$ cat config.mk
export PLATFORM = sky130hd
export DESIGN_NAME = sram_bist
export DESIGN_NICKNAME = d
export VERILOG_FILES = /design/src/rtl/sram_bist_pkg.sv /design/src/rtl/sram_bist_dly.sv /design/src/rtl/sram_bist.sv
export SDC_FILE = /design/constraint.sdc
export NUM_CORES = 1
export LEC_CHECK = 0
export ABC_AREA = 1
export BUFFER_PORTS_ARGS = -buffer_cell sky130_fd_sc_hd__buf_4
export CAP_MARGIN = 20
export CORE_ASPECT_RATIO = 2
export CORE_MARGIN = 10
export CORE_UTILIZATION = 36
export DETAILED_ROUTE_END_ITERATION = 12
export GPL_TIMING_DRIVEN = 0
export PLACE_DENSITY = 0.61
export SLEW_MARGIN = 15
export SYNTH_ARGS = -nofsm -noshare
export SYNTH_HDL_FRONTEND = slang
export SYNTH_SLANG_ARGS = --single-unit
$ cat constraint.sdc
create_clock -name clk -period 1.45 [get_ports clk]
set_clock_uncertainty 0.05 [all_clocks]
set_input_delay 0.29 -clock clk [delete_from_list [all_inputs] [get_ports clk]]
set_output_delay 0.29 -clock clk [all_outputs]
set_load 0.005 [all_outputs]
$ cat src/rtl/sram_bist_pkg.sv
// Shared types and helpers for the SRAM built-in self-test sequencer.
//   state_e   : sequencer states (idle, write sweep, read sweep, drain, done)
//   DefAw/DefDw/DefSeed : default RAM geometry and pattern seed
//   pat()     : test pattern, (addr ^ seed), optionally inverted
package sram_bist_pkg;

  localparam int unsigned DefAw   = 5;
  localparam int unsigned DefDw   = 4;
  localparam logic [3:0]  DefSeed = 4'hA;

  // Wide working width for pat(); callers truncate to their data width.
  localparam int unsigned PatW = 32;

  typedef enum logic [2:0] {
    StIdle,
    StWrite,
    StRead,
    StDrain,
    StDone
  } state_e;

  function automatic logic [PatW-1:0] pat(input logic [PatW-1:0] addr,
                                          input logic [PatW-1:0] seed,
                                          input logic            inv);
    logic [PatW-1:0] p;
    p = addr ^ seed;
    return inv ? ~p : p;
  endfunction

endpackage

$ cat src/rtl/sram_bist_dly.sv
// RD_LAT-stage pipeline carrying {valid, addr, expected} alongside the SRAM read
// latency so each entry emerges in the same cycle as its read data.
// Ports:
//   clk_i, rst_i         : clock, synchronous active-high reset (clears all stages)
//   valid_i/addr_i/exp_i : entry pushed every cycle
//   valid_o/addr_o/exp_o : entry that was pushed RD_LAT cycles earlier
module sram_bist_dly #(
  parameter int unsigned RD_LAT = 1,
  parameter int unsigned AW     = 5,
  parameter int unsigned DW     = 4
) (
  input  logic          clk_i,
  input  logic          rst_i,
  input  logic          valid_i,
  input  logic [AW-1:0] addr_i,
  input  logic [DW-1:0] exp_i,
  output logic          valid_o,
  output logic [AW-1:0] addr_o,
  output logic [DW-1:0] exp_o
);

  localparam int unsigned EW = 1 + AW + DW;

  logic [EW-1:0] stage_q [RD_LAT];

  always_ff @(posedge clk_i) begin
    if (rst_i) begin
      for (int i = 0; i < int'(RD_LAT); i++) begin
        stage_q[i] <= '0;
      end
    end else begin
      stage_q[0] <= {valid_i, addr_i, exp_i};
      for (int i = 1; i < int'(RD_LAT); i++) begin
        stage_q[i] <= stage_q[i-1];
      end
    end
  end

  assign {valid_o, addr_o, exp_o} = stage_q[RD_LAT-1];

endmodule

$ cat src/rtl/sram_bist.sv
// SRAM built-in self-test sequencer. Writes pattern(addr) to every location,
// reads every location back and compares, reporting pass/fail and the first
// failing address/data.
// Ports:
//   clk, rst (sync, active-high), start (one-cycle request)
//   busy, done, pass, fail_addr, fail_data : status to the system controller
//   ram_addr, ram_din, ram_we (registered), ram_dout : SRAM connection
// Build option: SRAM_BIST_INVERT_PASS_EN adds a second write/read pass with the
// inverted pattern after a clean first pass.
module sram_bist
  import sram_bist_pkg::*;
#(
  parameter int unsigned   AW     = DefAw,
  parameter int unsigned   DW     = DefDw,
  parameter logic [DW-1:0] SEED   = DW'(DefSeed),
  parameter int unsigned   RD_LAT = 1
) (
  input  logic          clk,
  input  logic          rst,
  input  logic          start,
  output logic          busy,
  output logic          done,
  output logic          pass,
  output logic [AW-1:0] fail_addr,
  output logic [DW-1:0] fail_data,
  output logic [AW-1:0] ram_addr,
  output logic [DW-1:0] ram_din,
  output logic          ram_we,
  input  logic [DW-1:0] ram_dout
);

  localparam logic [1:0] DrainLast = 2'(RD_LAT - 1);

  function automatic logic [DW-1:0] exp_data(input logic [AW-1:0] a, input logic inv);
    return DW'(pat(PatW'(a), PatW'(SEED), inv));
  endfunction

  state_e        state_q;
  logic          busy_q, done_q, pass_q, ram_we_q;
  logic [AW-1:0] fail_addr_q, ram_addr_q;
  logic [DW-1:0] fail_data_q, ram_din_q;
  logic [1:0]    drain_cnt_q;

  logic          inv_sel;  // selects the inverted pattern
  logic          rerun;    // clean first pass should be followed by a second one

`ifdef SRAM_BIST_INVERT_PASS_EN
  logic pass_idx_q;
  assign inv_sel = pass_idx_q;
  assign rerun   = ~pass_idx_q;
`else
  assign inv_sel = 1'b0;
  assign rerun   = 1'b0;
`endif

  logic [AW-1:0] next_addr;
  logic          last_addr;
  assign next_addr = ram_addr_q + AW'(1);
  assign last_addr = (ram_addr_q == '1);

  logic          dly_valid;
  logic [AW-1:0] dly_addr;
  logic [DW-1:0] dly_exp;

  sram_bist_dly #(
    .RD_LAT(RD_LAT),
    .AW    (AW),
    .DW    (DW)
  ) u_dly (
    .clk_i  (clk),
    .rst_i  (rst),
    .valid_i(state_q == StRead),
    .addr_i (ram_addr_q),
    .exp_i  (exp_data(ram_addr_q, inv_sel)),
    .valid_o(dly_valid),
    .addr_o (dly_addr),
    .exp_o  (dly_exp)
  );

  // Only compare while reads are outstanding; stale entries after an abort are ignored.
  logic mismatch;
  assign mismatch = dly_valid && (ram_dout != dly_exp) &&
                    ((state_q == StRead) || (state_q == StDrain));

  always_ff @(posedge clk) begin
    if (rst) begin
      state_q     <= StIdle;
      busy_q      <= 1'b0;
      done_q      <= 1'b0;
      pass_q      <= 1'b0;
      fail_addr_q <= '0;
      fail_data_q <= '0;
      ram_addr_q  <= '0;
      ram_din_q   <= '0;
      ram_we_q    <= 1'b0;
      drain_cnt_q <= '0;
`ifdef SRAM_BIST_INVERT_PASS_EN
      pass_idx_q  <= 1'b0;
`endif
    end else begin
      unique case (state_q)
        StIdle, StDone: begin
          if (start) begin
            state_q     <= StWrite;
            busy_q      <= 1'b1;
            done_q      <= 1'b0;
            pass_q      <= 1'b0;
            fail_addr_q <= '0;
            fail_data_q <= '0;
            ram_we_q    <= 1'b1;
            ram_addr_q  <= '0;
            ram_din_q   <= exp_data('0, 1'b0);
`ifdef SRAM_BIST_INVERT_PASS_EN
            pass_idx_q  <= 1'b0;
`endif
          end
        end
        StWrite: begin
          if (last_addr) begin
            state_q    <= StRead;
            ram_we_q   <= 1'b0;
            ram_addr_q <= '0;
            ram_din_q  <= '0;
          end else begin
            ram_addr_q <= next_addr;
            ram_din_q  <= exp_data(next_addr, inv_sel);
          end
        end
        StRead, StDrain: begin
          if (mismatch) begin
            // First mismatch ends the test; in-flight reads are abandoned.
            state_q     <= StDone;
            busy_q      <= 1'b0;
            done_q      <= 1'b1;
            pass_q      <= 1'b0;
            fail_addr_q <= dly_addr;
            fail_data_q <= ram_dout;
            ram_addr_q  <= '0;
          end else if (state_q == StRead) begin
            if (last_addr) begin
              state_q     <= StDrain;
              ram_addr_q  <= '0;
              drain_cnt_q <= '0;
            end else begin
              ram_addr_q <= next_addr;
            end
          end else if (drain_cnt_q == DrainLast) begin
            if (rerun) begin
              state_q    <= StWrite;
              ram_we_q   <= 1'b1;
              ram_addr_q <= '0;
              ram_din_q  <= exp_data('0, 1'b1);
`ifdef SRAM_BIST_INVERT_PASS_EN
              pass_idx_q <= 1'b1;
`endif
            end else begin
              state_q <= StDone;
              busy_q  <= 1'b0;
              done_q  <= 1'b1;
              pass_q  <= 1'b1;
            end
          end else begin
            drain_cnt_q <= drain_cnt_q + 2'd1;
          end
        end
        default: state_q <= StIdle;
      endcase
    end
  end

  assign busy      = busy_q;
  assign done      = done_q;
  assign pass      = pass_q;
  assign fail_addr = fail_addr_q;
  assign fail_data = fail_data_q;
  assign ram_addr  = ram_addr_q;
  assign ram_din   = ram_din_q;
  assign ram_we    = ram_we_q;

endmodule

==> reports/summary.txt <==
CP cell instances: ha_4 -> nand2_4 -> nor2_4 -> ha_4 -> inv_4 -> a21oi_4 -> nand4_1 -> nand2_1 -> nor2_1
ant diodes: 0
GRT Util Overall: 0.1055
top cell type's share of synthesized area: 0.4678
DRC errors left: 0
Top FF cell, synth: dfxtp_1
Post-synth EDFFs: 0
number of port buffers: 27
initial antenna violation count: 0
distinct cell type count after synthesis: 28
Worst VDD drop: 1.038 mV
fill count: 421
Die Y: 111.2 microns
logic gate share of total power: 0.437
DR vias: 1479
Core ar.: 4046 sq um
hold path endpoint: fail_data[0]$_SDFFE_PP0P_
CTS Hold Bufs: 0
Internal: 0.002055 W
Row Count: 33
first-pass GRT wire length: 6072 microns
final core area utilization: 0.5275
most used cell along the critical path: ha_4
Clock Tree Buf Depth: 2
clock root buffer: clkbuf_8
top cell type by total area after synthesis: dfxtp_1
Setup WS post-layout: -0.07190 ns
worst hold-check path type: in2reg
Peak Freq: 0.6571 GHz
most frequent cells after synthesis: nand2_1 (37), dfxtp_1 (35), inv_1 (26), nand3_1 (24), nor2_1 (17)
R2R depth: 9
DR WL/cell: 13.50 microns
Initial DRT Pass Iterations: 4
Worst Path Required: 1.55 ns
R2R Setup Slk: -0.07 ns
hold path cells: 3
CTS Sinks: 35
TritonCTS clock tree: done
die area: 7297 sq um
fin crit share: 1.050
Lkg Pwr: 0.9671 nW
final hold viol count: 0
Mapped Cells: 196
Sequential Power Share: 0.363
DP HPWL: 2787 microns
synthesized-area fraction occupied by adder cells: 0.03342
layout cells sized above 1: 0.3592
syn_area_per_cell: 7.641 sq um
violated checks: negative setup slack
worst slew pin tran: 0.5449 ns
# H-tree levels: 2
fin nets: 255
post-synthesis mux area share: 0
count leader, synth: nand2_1
CP max stage cell: dfxtp_4
Antenna Nets Post-Route: 0
Max Cap Viol: 0
Final Max Slew Viols: 0
Clock power frac: 0.200
Net Count, Synth: 207
P&R area growth vs syn: 42.52%
Switch Pwr: 0.001308 W
Top delay family on crit path: simple AND/OR/NAND/NOR gates
Slew headroom: 0.6367
Min-Delay Startpoint: ram_dout[0]
Net Sw Frac: 0.3889
Worst EP arrival: 1.62 ns
clock-pin slew on the worst setup and hold paths: 0.07 ns
register area share after synthesis: 0.4678
vias in the first global route: 1364
Mapped Area: 1498 sq um
Critical R2R Capture: state_q[1]$_SDFFE_PP0P_
num ports: 29
Placer Congestion: 0.8658
die width: 65.61 microns
Post-Route WL: 4009 microns
largest net degree at the start of global routing: 11
CP bufs+invs: 1
startpoint types: flip-flop
largest family of logic cells by synthesized area: simple AND/OR/NAND/NOR gates
vias per cell: 4.980
status: finished, violations left
pwr/cell area: 1576 nW/um^2
Starting Density: 0.3701
RSZ-0062 raised after global routing: true
compound-gate portion of the synthesized area: 0.1320
gr ovfl total: 0
Async SR Flop Fraction: 0
fin crit period: 1.522 ns
CP Class: reg2reg
ranking of synthesized cells by area: dfxtp_1 (47%), nand2_1 (9.3%), nand3_1 (8.0%), inv_1 (6.5%), nor2_1 (4.3%)
# setup viols final: 3
Simple-Gate Fraction of Synth Area: 0.2665
Detailed Route Iter0 Violations: 48
Hold WS: 0.2360 ns
CP endpoint kind: flip-flop
XOR/XNOR Fraction of Synth Area: 0.005848
Clock Latency Late Sink: 0.29 ns
flops & latches, synth: 35
max incr delay on CP: 0.36 ns
YS warnings: 0
Critical Path Fanout Max: 4
total CTS buffers: 5
r2r startpoint: ram_addr[1]$_SDFFE_PP0P_
[worst min-delay path, delay by kind of cell]
family | cells | cell delay [ns]
buffers and inverters | 2 | 0.17
AOI/OAI and AO/OA | 1 | 0.07
[how the worst max path moves through the flow]
stage	slack [ns]	to	from	depth (start not counted)
finish	-0.07	state_q[1]$_SDFFE_PP0P_	ram_addr[1]$_SDFFE_PP0P_	9
global route	-0.16	state_q[2]$_SDFFE_PP0P_	ram_addr[1]$_SDFFE_PP0P_	9
CTS	-0.03	state_q[2]$_SDFFE_PP0P_	ram_addr[1]$_SDFFE_PP0P_	9
detailed placement	-0.16	state_q[1]$_SDFFE_PP0P_	ram_dout[2]	11
global placement	-0.15	state_q[1]$_SDFFE_PP0P_	ram_dout[2]	11
floorplan	0.01	state_q[2]$_SDFFE_PP0P_	ram_addr[0]$_SDFFE_PP0P_	9
[layout make-up]
cell class | count | area (sq um) | area share
Clock buffer | 7 | 76.32 | 0.03576
Multi-Input combinational cell | 127 | 828.3 | 0.3880
Clock inverter | 1 | 5.005 | 0.002345
Timing Repair Buffer | 40 | 304.0 | 0.1424
Buffer | 6 | 32.53 | 0.01524
Tap cell | 52 | 65.06 | 0.03048
Sequential cell | 35 | 711.9 | 0.3335
Inverter | 29 | 111.4 | 0.05217
[sequential cells by signal, indices dropped and copies added (netlist names)]
register	count
ram_din	4
state_q	3
busy	1
drain_cnt_q	2
fail_data	4
u_dly.stage_q	8
done	1
ram_we	1
ram_addr	5
pass	1
fail_addr	5
[power groups by stage]
stage / logic, W / registers (W) / clock network, W
after floorplan: 0.000684 / 0.00124 / 0
after global placement: 0.00101 / 0.00125 / 0
after detailed placement: 0.00102 / 0.00125 / 0
after CTS: 0.00114 / 0.00121 / 0.000697
after global routing: 0.00163 / 0.00124 / 0.000733
final: 0.00147 / 0.00122 / 0.000673
[cell families after synthesis]
kind of cell / Yosys count
and+or+nand+nor: 88
buffers and inverters: 35
DFF: 35
AOI/OAI and AO/OA: 33
adders and majority gates: 4
xor gates and xnor gates: 1
[cells in the final DEF, fill, tap and decap left out, types with 6 or more instances in the layout]
master and n:
buf_4 41, nand2_1 33, dfxtp_1 30, inv_1 24, nand3_1 20, nor2_1 10, o21ai_0 8, a21oi_1 7
nand2_4 6, o31ai_1 6
[repair_timing]
action / in CTS / in global routing
pin swaps: 5 / 6
resized for setup: 13 / 25
cloned: 0 / 1
endpoints found under the setup margin: 12 / 25
buffers inserted: 5 / 8
[per-stage QoR]
step	setup TNS [ns]	cells	worst slack [ns]	total power, W	cell area, sq um
finish	-0.1836	297	-0.07190	0.003364	2135
global route	-1.242	297	-0.1580	0.003600	2135
CTS	-0.07422	288	-0.02994	0.003049	1974
detailed placement	-1.603	275	-0.1607	0.002269	1794
global placement	-1.306	275	-0.1539	0.002260	1794
floorplan	0	196	0.009649	0.001925	1526
[layer usage]
layer / global-route usage / up-vias / routed length, microns
met5: 0 / - / 0
met4: 0.06609 / 0 / 203
met3: 0.03846 / 19 / 240
met2: 0.1919 / 50 / 2201
met1: 0.09080 / 671 / 1364
li1: - / 739 / -
No activity file was read; power rests on OpenSTA's default activity.
